### config.mk
export PLATFORM = sky130hd
export DESIGN_NAME = obj_lane_engine
export DESIGN_NICKNAME = d
export VERILOG_FILES = /design/src/rtl/obj_lane_engine.sv
export SDC_FILE = /design/constraint.sdc
export NUM_CORES = 1
export LEC_CHECK = 0
export BUFFER_PORTS_ARGS = -buffer_cell sky130_fd_sc_hd__buf_2
export CELL_PAD_IN_SITES_DETAIL_PLACEMENT = 2
export CELL_PAD_IN_SITES_GLOBAL_PLACEMENT = 2
export CORE_MARGIN = 8
export CORE_UTILIZATION = 37
export CTS_BUF_LIST = sky130_fd_sc_hd__clkbuf_4 sky130_fd_sc_hd__clkbuf_8 sky130_fd_sc_hd__clkbuf_16
export DETAILED_ROUTE_END_ITERATION = 16
export PLACE_DENSITY = 0.82
export SYNTH_ARGS = -nofsm -noshare
export SYNTH_HDL_FRONTEND = slang
export SYNTH_SLANG_ARGS = --single-unit
### constraint.sdc
create_clock -name clk -period 13.4 [get_ports clk]
set_input_delay 1.34 -clock clk [delete_from_list [all_inputs] [get_ports clk]]
set_output_delay 1.34 -clock clk [all_outputs]
set_load 0.02 [all_outputs]
### src/rtl/obj_lane_engine.sv
// rtl/obj_lane_engine.sv - paddle, falling-object lanes, score/miss totals and game-over for the play screen
module obj_lane_engine #(
  parameter int          N_OBJ       = 4,
  parameter int          TICK_DIV    = 1048576,
  parameter int          SCREEN_W    = 640,
  parameter int          PLAYER_W    = 100,
  parameter int          PLAYER_Y    = 379,
  parameter int          OBJ_W       = 32,
  parameter int          OBJ_H       = 32,
  parameter int          P_STEP      = 4,
  parameter int          FALL_STEP   = 3,
  parameter int          STAGGER     = 50,
  parameter int          RESPAWN_GAP = 20,
  parameter logic [15:0] SEED        = 16'hACE1,
  parameter int          SCORE_W     = 8,
  parameter int          MISS_LIMIT  = 10
) (
  input  logic                  clk,
  input  logic                  rst,
  input  logic [2:0]            state,
  input  logic [1:0]            dir,
  output logic [11:0]           player_x,
  output logic [12*N_OBJ-1:0]   obj_x,
  output logic [12*N_OBJ-1:0]   obj_y,
  output logic [N_OBJ-1:0]      obj_active,
  output logic [SCORE_W-1:0]    score,
  output logic [SCORE_W-1:0]    miss,
  output logic                  game_over
);

  localparam int DIV_W     = $clog2(TICK_DIV);
  localparam logic [DIV_W-1:0] DIV_LAST = DIV_W'(TICK_DIV - 1);
  localparam int CNT_MAX   = ((N_OBJ - 1) * STAGGER > RESPAWN_GAP) ? (N_OBJ - 1) * STAGGER : RESPAWN_GAP;
  localparam int CNT_W     = $clog2(CNT_MAX + 1);
  localparam int P_MAX     = SCREEN_W - PLAYER_W;
  localparam int X_RANGE   = SCREEN_W - OBJ_W + 1;
  localparam int Y_RESOLVE = PLAYER_Y - OBJ_H;
  localparam int SUM_W     = SCORE_W + 4;
  localparam logic [SUM_W-1:0] SAT = SUM_W'((1 << SCORE_W) - 1);

  typedef enum logic {L_WAIT = 1'b0, L_FALL = 1'b1} lane_state_t;

  logic [DIV_W-1:0]   r_div, w_div_n;
  logic [11:0]        r_px, w_px_n;
  lane_state_t        r_ls [N_OBJ];
  lane_state_t        w_ls_n [N_OBJ];
  logic [CNT_W-1:0]   r_cnt [N_OBJ];
  logic [CNT_W-1:0]   w_cnt_n [N_OBJ];
  logic [15:0]        r_lfsr [N_OBJ];
  logic [15:0]        w_lfsr_n [N_OBJ];
  logic [11:0]        r_ox [N_OBJ];
  logic [11:0]        w_ox_n [N_OBJ];
  logic [11:0]        r_oy [N_OBJ];
  logic [11:0]        w_oy_n [N_OBJ];
  logic [N_OBJ-1:0]   r_act, w_act_n;
  logic [SCORE_W-1:0] r_score, w_score_n;
  logic [SCORE_W-1:0] r_miss, w_miss_n;
  logic               r_go, w_go_n;
  logic               w_play, w_pause, w_clear, w_tick, w_upd;
  logic [N_OBJ-1:0]   w_catch, w_lost;
  logic [3:0]         w_n_catch, w_n_lost;
  logic [SUM_W-1:0]   w_score_sum, w_miss_sum;

  // Lane seeds are spread by a per-lane constant; the all-zero LFSR lock-up state is avoided.
  function automatic logic [15:0] seed_of(input int i);
    logic [15:0] s;
    s = SEED ^ 16'(i * 32'h1F35);
    return (s == 16'h0000) ? 16'h0001 : s;
  endfunction

  function automatic logic [15:0] galois_step(input logic [15:0] s);
    return {1'b0, s[15:1]} ^ (s[0] ? 16'hB400 : 16'h0000);
  endfunction

  // 12-bit random value folded into the spawn range; seven subtractions cover 4095.
  function automatic logic [11:0] wrap_x(input logic [11:0] r);
    logic [11:0] v;
    v = r;
    for (int k = 0; k < 7; k++) begin
      if (v >= 12'(X_RANGE)) v = v - 12'(X_RANGE);
    end
    return v;
  endfunction

  function automatic logic overlap(input logic [11:0] ox, input logic [11:0] px);
    return (({1'b0, ox} + 13'(OBJ_W)) > {1'b0, px}) && ({1'b0, ox} < ({1'b0, px} + 13'(PLAYER_W)));
  endfunction

  assign w_play  = (state == 3'b010);
  assign w_pause = (state == 3'b100) || (state == 3'b110);
  assign w_clear = !(w_play || w_pause);
  assign w_tick  = w_play && (r_div == DIV_LAST);
  assign w_upd   = w_tick && !r_go;

  // Next-state for divider, paddle, every lane and the totals.
  always_comb begin
    w_div_n   = r_div;
    w_px_n    = r_px;
    w_act_n   = r_act;
    w_go_n    = r_go;
    w_catch   = '0;
    w_lost    = '0;
    w_n_catch = 4'd0;
    w_n_lost  = 4'd0;
    for (int i = 0; i < N_OBJ; i++) begin
      w_ls_n[i]   = r_ls[i];
      w_cnt_n[i]  = r_cnt[i];
      w_lfsr_n[i] = r_lfsr[i];
      w_ox_n[i]   = r_ox[i];
      w_oy_n[i]   = r_oy[i];
    end

    if (w_play) w_div_n = w_tick ? '0 : r_div + DIV_W'(1);

    if (w_upd) begin
      if (dir == 2'b01) begin
        w_px_n = (r_px >= 12'(P_STEP)) ? r_px - 12'(P_STEP) : 12'd0;
      end else if (dir == 2'b10) begin
        w_px_n = (({1'b0, r_px} + 13'(P_STEP)) > 13'(P_MAX)) ? 12'(P_MAX) : r_px + 12'(P_STEP);
      end

      for (int i = 0; i < N_OBJ; i++) begin
        case (r_ls[i])
          L_WAIT: begin
            if (r_cnt[i] == '0) begin
              w_ls_n[i]   = L_FALL;
              w_act_n[i]  = 1'b1;
              w_oy_n[i]   = 12'd0;
              w_ox_n[i]   = wrap_x(r_lfsr[i][11:0]);
              w_lfsr_n[i] = galois_step(r_lfsr[i]);
            end else begin
              w_cnt_n[i] = r_cnt[i] - CNT_W'(1);
            end
          end
          default: begin
            w_oy_n[i] = r_oy[i] + 12'(FALL_STEP);
            if ((r_oy[i] + 12'(FALL_STEP)) >= 12'(Y_RESOLVE)) begin
              // Overlap uses the paddle position from before this tick's move.
              w_catch[i] = overlap(r_ox[i], r_px);
              w_lost[i]  = !overlap(r_ox[i], r_px);
              w_act_n[i] = 1'b0;
              w_cnt_n[i] = CNT_W'(RESPAWN_GAP - 1);
              w_ls_n[i]  = L_WAIT;
            end
          end
        endcase
      end
    end

    for (int i = 0; i < N_OBJ; i++) begin
      w_n_catch = w_n_catch + {3'b000, w_catch[i]};
      w_n_lost  = w_n_lost + {3'b000, w_lost[i]};
    end

    w_score_sum = SUM_W'(r_score) + SUM_W'(w_n_catch);
    w_miss_sum  = SUM_W'(r_miss) + SUM_W'(w_n_lost);
    w_score_n   = (w_score_sum > SAT) ? SAT[SCORE_W-1:0] : w_score_sum[SCORE_W-1:0];
    w_miss_n    = (w_miss_sum > SAT) ? SAT[SCORE_W-1:0] : w_miss_sum[SCORE_W-1:0];

    if (w_upd && (32'(w_miss_n) >= 32'(MISS_LIMIT))) w_go_n = 1'b1;
  end

  // State registers; reset and idle both restore the power-on state in one cycle.
  always_ff @(posedge clk) begin
    if (!rst || w_clear) begin
      r_div   <= '0;
      r_px    <= 12'(P_MAX / 2);
      r_act   <= '0;
      r_score <= '0;
      r_miss  <= '0;
      r_go    <= 1'b0;
      for (int i = 0; i < N_OBJ; i++) begin
        r_ls[i]   <= L_WAIT;
        r_cnt[i]  <= CNT_W'(i * STAGGER);
        r_lfsr[i] <= seed_of(i);
        r_ox[i]   <= 12'd0;
        r_oy[i]   <= 12'd0;
      end
    end else begin
      r_div   <= w_div_n;
      r_px    <= w_px_n;
      r_act   <= w_act_n;
      r_score <= w_score_n;
      r_miss  <= w_miss_n;
      r_go    <= w_go_n;
      for (int i = 0; i < N_OBJ; i++) begin
        r_ls[i]   <= w_ls_n[i];
        r_cnt[i]  <= w_cnt_n[i];
        r_lfsr[i] <= w_lfsr_n[i];
        r_ox[i]   <= w_ox_n[i];
        r_oy[i]   <= w_oy_n[i];
      end
    end
  end

  genvar g;
  generate
    for (g = 0; g < N_OBJ; g++) begin : g_pack
      assign obj_x[12*g +: 12] = r_ox[g];
      assign obj_y[12*g +: 12] = r_oy[g];
    end
  endgenerate

  assign player_x   = r_px;
  assign obj_active = r_act;
  assign score      = r_score;
  assign miss       = r_miss;
  assign game_over  = r_go;

endmodule

# == Word-level counts from Yosys, hierarchy flattened ==
# Memories as Yosys holds them, arrays and structs flattened.
# Cells that the tools add are included.
# op_classes
add_sub_neg,53
multipliers,0
div,0
magnitude_cmp,45
eq_ne,10
shifts,0
mux,217
n_bitwise,24
n_reduce_logical,31
# op_table
cell,count
$mux 12,128
$ge 12x10->1 const B,28
$sub 12x10->12 const B,28
$mux 16,16
$mux 8,18
$mux 48,2
$mux 64,1
$xor 15x16->16,4
$add 12x6->13 const B,4
$gt 13x12->1,4
$lt 12x13->1,4
$add 12x2->12 const B,4
$ge 12x9->1 const B,4
$mux 1,47
$logic_not 8->1,4
$mux 32,1
$sub 8x1->8 const B,4
$add 20x1->20 const B,1
$eq 20x20->1 const B,1
$mux 20,1
$or 1x1->1,20
$add 8x4->9,2
$gt 9x8->1 const B,2
$add 12x3->13 const B,1
21 further kinds,51
# totals
register_bits,53
latch_bits,0
mem_bits_rw,196
rom_bits,0
inputBits,7
wordCells,394
mem_count,5
# memory_table
name,words,word_bits,rd,rd_ports_with_merged_regs,write_ports,line_no,rtl
r_lfsr,4,16,4,0,4,49,logic [15:0] r_lfsr [N_OBJ];
r_ox,4,12,4,0,4,51,logic [11:0] r_ox [N_OBJ];
r_oy,4,12,4,0,4,53,logic [11:0] r_oy [N_OBJ];
r_cnt,4,8,4,0,4,47,logic [CNT_W-1:0] r_cnt [N_OBJ];
r_ls,4,1,4,0,4,45,lane_state_t r_ls [N_OBJ];

# == Longest topological paths before layout ==
# An unclocked memory read counts as a cell.
# depth
depth_word,37
ltp_mapped,61
ltp_nobuf,52

# == Worst setup path after synthesis ==
# No wires, ideal clock.
# synth_path
kind,register to register
from,mem r_lfsr[3][0]
to,mem r_ox[3][6]
setup_time_ns,0.086
arrival_time_ns,12.097
slack_ns,1.217
path_stages_with_launch,58
n_path_buf,9
period_less_slack_ns,12.183
path_cell_list,dfxtp_1 -> buf_2 -> inv_1 -> ha_1 -> or4b_1 -> clkbuf_1 -> o211ai_2 -> nand3_1 -> and2_1 -> inv_1 -> ha_1 -> clkbuf_1 -> o21ai_2 -> o221a_2 -> nor2_1 -> buf_2 -> xnor2_1 -> ha_1 -> [22 not listed] -> inv_1 -> ha_1 -> inv_1 -> a211o_1 -> a211oi_1 -> o221ai_1 -> clkbuf_1 -> mux2_2 -> ha_1 -> o21ai_0 -> a21o_1 -> a211oi_1 -> o21ba_2 -> nor2_2 -> nor2_2 -> a211oi_2 -> xnor2_1 -> a211oi_1
# synth_lines
item,line_no
from (decl),49
to (decl),51

==> impl_metrics.xml <==
<?xml version="1.0" encoding="UTF-8"?>
<metrics>
  <group name="outcome">
    <metric name="result_of_the_run" unit="">finished clean</metric>
  </group>
  <group name="critical_path">
    <metric name="setup.reg_to_reg.worst_slack" unit="ns">0.79</metric>
    <metric name="cp.required" unit="ns">13.90</metric>
    <metric name="start_kind" unit="">register</metric>
    <metric name="crit_path_top_delay_cell" unit="">sky130_fd_sc_hd__or4_4</metric>
    <metric name="critical_path_s_largest_stage_delay" unit="ns">0.53</metric>
    <metric name="critical_path_arrival" unit="ns">13.11</metric>
    <metric name="critical_path_class" unit="">register to register</metric>
    <metric name="cp_common_cell" unit="">sky130_fd_sc_hd__ha_1</metric>
    <metric name="path_max_fanout" unit="">13</metric>
    <metric name="worst_setup_path_end_kind" unit="">register</metric>
    <metric name="rr_worst_depth" unit="">49</metric>
  </group>
  <group name="sta">
    <metric name="post-route-min-period" unit="ns">12.61</metric>
    <metric name="slew_headroom" unit="%">29.3</metric>
    <metric name="worst_pin_slew" unit="ns">1.06</metric>
    <metric name="final.setup.tns" unit="ns">0</metric>
    <metric name="fin_ws" unit="ns">0.792</metric>
    <metric name="fin_worst_skew" unit="ns">0.0191</metric>
    <metric name="timing_hold_violations_final" unit="">0</metric>
    <metric name="final_max_slew_viol_count" unit="">0</metric>
    <metric name="finalSetupViolCount" unit="">0</metric>
    <metric name="timing.hold.ws" unit="ns">0.462</metric>
    <metric name="final_min_period_over_clock_period" unit="%">94.1</metric>
    <metric name="timing.fmax" unit="MHz">79.3</metric>
  </group>
  <group name="global_route">
    <metric name="maximum_number_of_pins_on_one_net_before_global_route_repair" unit="">78</metric>
    <metric name="first_global_vias" unit="">35500</metric>
    <metric name="grt_pass1_wl" unit="mm">200</metric>
    <metric name="grt_antenna_before_repair" unit="">1</metric>
    <metric name="grt_util_all_layers" unit="%">26.0</metric>
    <metric name="globalRouteOverflowTotal" unit="">0</metric>
  </group>
  <group name="floorplanning">
    <metric name="io_pins" unit="">136</metric>
    <metric name="die_x" unit="um">303</metric>
    <metric name="core-area" unit="um^2">81700</metric>
    <metric name="die_area" unit="um^2">91600</metric>
    <metric name="floorplan.initialDensity" unit="%">37.2</metric>
    <metric name="std_cell_rows" unit="">105</metric>
    <metric name="die_height" unit="um">303</metric>
  </group>
  <group name="detailed_routing">
    <metric name="num_vias" unit="">33700</metric>
    <metric name="met3WireLength" unit="mm">5.03</metric>
    <metric name="route.detailed.wl_per_inst" unit="um">23.3</metric>
    <metric name="routed_wirelength" unit="mm">125</metric>
    <metric name="drt-pass1-iter-count" unit="">6</metric>
    <metric name="drc" unit="">0</metric>
    <metric name="vias_per_cell" unit="">6.26</metric>
    <metric name="met2RoutedLength" unit="mm">61.0</metric>
    <metric name="met1Wirelength" unit="mm">57.0</metric>
    <metric name="top_signal_layer_used" unit="">met4</metric>
    <metric name="detail-route-antenna-nets" unit="">0</metric>
    <metric name="dr.first_iter.drc_count" unit="">1769</metric>
  </group>
  <group name="yosys">
    <metric name="postSynthRegisterBits" unit="">248</metric>
    <metric name="post_synth_num_cell_types" unit="">135</metric>
    <metric name="synth_enable_flop_cells" unit="">0</metric>
    <metric name="avgSynthCellArea" unit="um^2">7.18</metric>
    <metric name="yosys.area.top_type" unit="">sky130_fd_sc_hd__dfxtp_1</metric>
    <metric name="synthesis.yosys.warnings" unit="">0</metric>
    <metric name="syn_area" unit="um^2">30400</metric>
    <metric name="synthDominantCellAreaShare" unit="%">16.3</metric>
    <metric name="synth_area_leaders" unit="">sky130_fd_sc_hd__dfxtp_1 16%, sky130_fd_sc_hd__ha_1 6.9%, sky130_fd_sc_hd__xnor2_1 6.1%</metric>
    <metric name="synthArstFlopShare" unit="%">0</metric>
    <metric name="seq_area_frac_synth" unit="%">16.3</metric>
    <metric name="syn-instance-count" unit="">4237</metric>
    <metric name="total_nets_after_synthesis" unit="">4418</metric>
    <metric name="postSynth.topFlopCell" unit="">sky130_fd_sc_hd__dfxtp_1</metric>
  </group>
  <group name="power_and_ir_drop">
    <metric name="power.density" unit="nW/um^2">48.6</metric>
    <metric name="seqPwrFrac" unit="%">45.4</metric>
    <metric name="switching_share" unit="%">23.9</metric>
    <metric name="comb_power_share" unit="%">1.4</metric>
    <metric name="clock_power_share" unit="%">53.2</metric>
    <metric name="post-layout-total-power" unit="mW">1.62</metric>
    <metric name="power.ir.vdd_worst" unit="V">0.000102</metric>
    <metric name="switchingPower" unit="mW">0.388</metric>
    <metric name="leakagePower" unit="nW">12.5</metric>
    <metric name="internal_power" unit="mW">1.24</metric>
  </group>
  <group name="clock_tree">
    <metric name="cts.reportedPaths.clkPinSlew" unit="ns">0.07</metric>
    <metric name="htreeDepth" unit="">1</metric>
    <metric name="cts.root.buffer_cell" unit="">sky130_fd_sc_hd__clkbuf_16</metric>
    <metric name="cts_tree" unit="">built</metric>
    <metric name="cts-buffers-inserted" unit="">31</metric>
    <metric name="clk-insertion-delay-late" unit="ns">0.60</metric>
    <metric name="clkSinkCount" unit="">248</metric>
    <metric name="hold_buf_count_cts" unit="">0</metric>
    <metric name="cts_buffer_depth" unit="">3</metric>
  </group>
  <group name="placed_design">
    <metric name="placed_cells" unit="">5309</metric>
    <metric name="post-dp-hpwl" unit="mm">95.0</metric>
    <metric name="place_ws" unit="ns">-0.137</metric>
    <metric name="io_buffer_count" unit="">134</metric>
    <metric name="placement.cell_area" unit="um^2">32100</metric>
    <metric name="gp_routability_congestion" unit="">0.890</metric>
  </group>
  <group name="final_layout">
    <metric name="final.fill_count" unit="">9698</metric>
    <metric name="final_cell_area" unit="um^2">33400</metric>
    <metric name="final_cells" unit="">5380</metric>
    <metric name="design.final.nets" unit="">4465</metric>
    <metric name="final_layout_size_suffix_gt1_share" unit="%">11.2</metric>
    <metric name="synthToLayoutAreaGrowth" unit="%">9.88</metric>
    <metric name="finish.utilization" unit="%">40.9</metric>
  </group>
  <group name="job">
    <metric name="maxCapViolations" unit="">0</metric>
  </group>
  <group name="min_path">
    <metric name="worst_hold_depth" unit="">2</metric>
    <metric name="worstHoldPathType" unit="">register to register</metric>
  </group>
</metrics>
## path summary, 6_finish.rpt
kind / startpoint / endpoint
max: r_lfsr[0][0] / r_ox[0][6]
min: r_lfsr[0][15] / r_lfsr[0][14]
max reg2reg: r_lfsr[0][0] / r_ox[0][6]
min reg2reg: r_lfsr[0][15] / r_lfsr[0][14]
## kinds of logic after synthesis
logic type	after synthesis	synth area share, %
flip-flops	248	16.3
XOR/XNOR	323	9.49
adder cells (fa/ha/maj)	174	7.31
multiplexers	64	2.23
AND/OR/NAND/NOR	1692	28.0
buffers and inverters	330	4.40
AO/OA/AOI/OAI	1405	32.2
other	1	0.0123
## timing repair
item,CTS,global route
gates resized for setup,3,35
buffers inserted,0,12
endpoints found under the setup margin,6,38
pin swaps,0,4
## Yosys cell counts (all sizes together), types with 30 or more instances
cell	count
a21o	34
nor4	37
clkbuf	145
a211oi	82
o31ai	41
ha	168
o21a	46
a221oi	31
buf	55
a21oi	335
inv	130
o211ai	82
nand4	42
nand4b	30
nand2	446
nor2	399
mux2i	41
nand2b	65
or2	41
o22ai	48
dfxtp	248
o21ai	300
and2	69
nor2b	48
xnor2	215
or3	52
and3	76
nand3	163
a31oi	52
xor2	106
nor3	119
## registers in the layout (all words and copies together), names as in the netlist, 8 cells and up
name / count
r_lfsr: 64
r_ox: 48
r_oy: 48
r_cnt: 32
r_div: 20
player_x: 11
miss: 8
score: 8
## power by group through the flow
stage	Sequential [mW]	Clock [mW]	Combinational, mW
after floorplan	0.754	0	0.0139
after global placement	0.754	0	0.0229
after detailed placement	0.754	0	0.0231
after CTS	0.737	0.881	0.0231
after global routing	0.737	0.907	0.0249
final	0.737	0.864	0.0232
## cell usage in the layout (no fill, tap or decap), types with 22 or more instances in the layout
master | synthesis | routed
sky130_fd_sc_hd__a22oi_1 | 23 | 23
sky130_fd_sc_hd__buf_2 | 35 | 134
sky130_fd_sc_hd__nand3_1 | 162 | 162
sky130_fd_sc_hd__nor4_1 | 35 | 35
sky130_fd_sc_hd__o21ai_0 | 275 | 271
sky130_fd_sc_hd__o22ai_1 | 46 | 46
sky130_fd_sc_hd__a21oi_1 | 331 | 329
sky130_fd_sc_hd__or3_1 | 52 | 52
sky130_fd_sc_hd__mux2i_1 | 40 | 40
sky130_fd_sc_hd__ha_1 | 168 | 161
sky130_fd_sc_hd__dfxtp_1 | 248 | 248
sky130_fd_sc_hd__buf_4 | 10 | 80
sky130_fd_sc_hd__nor3_1 | 116 | 114
sky130_fd_sc_hd__or2_2 | 33 | 33
sky130_fd_sc_hd__nand4b_1 | 30 | 30
sky130_fd_sc_hd__and2_1 | 65 | 65
sky130_fd_sc_hd__a31oi_1 | 50 | 50
sky130_fd_sc_hd__o21a_1 | 46 | 46
sky130_fd_sc_hd__nor2b_1 | 48 | 48
sky130_fd_sc_hd__xor2_1 | 104 | 104
sky130_fd_sc_hd__o21ai_1 | 21 | 22
sky130_fd_sc_hd__or4_1 | 24 | 24
sky130_fd_sc_hd__inv_1 | 129 | 129
sky130_fd_sc_hd__a21o_1 | 34 | 34
sky130_fd_sc_hd__a211oi_1 | 73 | 72
sky130_fd_sc_hd__xnor2_1 | 213 | 209
sky130_fd_sc_hd__a221oi_1 | 22 | 22
sky130_fd_sc_hd__nand2b_1 | 64 | 64
sky130_fd_sc_hd__clkbuf_16 | 0 | 31
sky130_fd_sc_hd__nand2_1 | 443 | 442
sky130_fd_sc_hd__and3_1 | 76 | 76
sky130_fd_sc_hd__nor2_1 | 393 | 387
sky130_fd_sc_hd__o31ai_1 | 38 | 36
sky130_fd_sc_hd__a211o_1 | 25 | 25
sky130_fd_sc_hd__o211ai_1 | 73 | 73
sky130_fd_sc_hd__nand4_1 | 41 | 41
## final cells by class
type / instances / area (um^2) / area share [%]
multi-input combinational: 3659 / 24300 / 72.8
timing repair buffer: 214 / 1270 / 3.80
sequential: 248 / 4960 / 14.9
clock buffer: 43 / 916 / 2.74
tap: 1070 / 1340 / 4.01
inverter: 130 / 488 / 1.46
clock inverter: 14 / 118 / 0.352
antenna: 2 / 5.00 / 0.0150
## metal layers
metal / up-vias / global-route usage, %
li1: 15900 / -
met2: 523 / 45.9
met3: 132 / 3.19
met4: 0 / 5.34
met5: - / 0
met1: 17100 / 33.8
## critical path: cells and delay by family, from the launching register on
family	cells	cell delay (ns)
AOI/OAI and AO/OA	15	4.03
and+or+nand+nor	15	3.45
adders and majority gates	7	2.03
buffers and inverters	6	0.93
muxes	2	0.82
xor gates and xnor gates	4	0.77
DFF	1	0.46
Power figures use the tool's default switching activity.
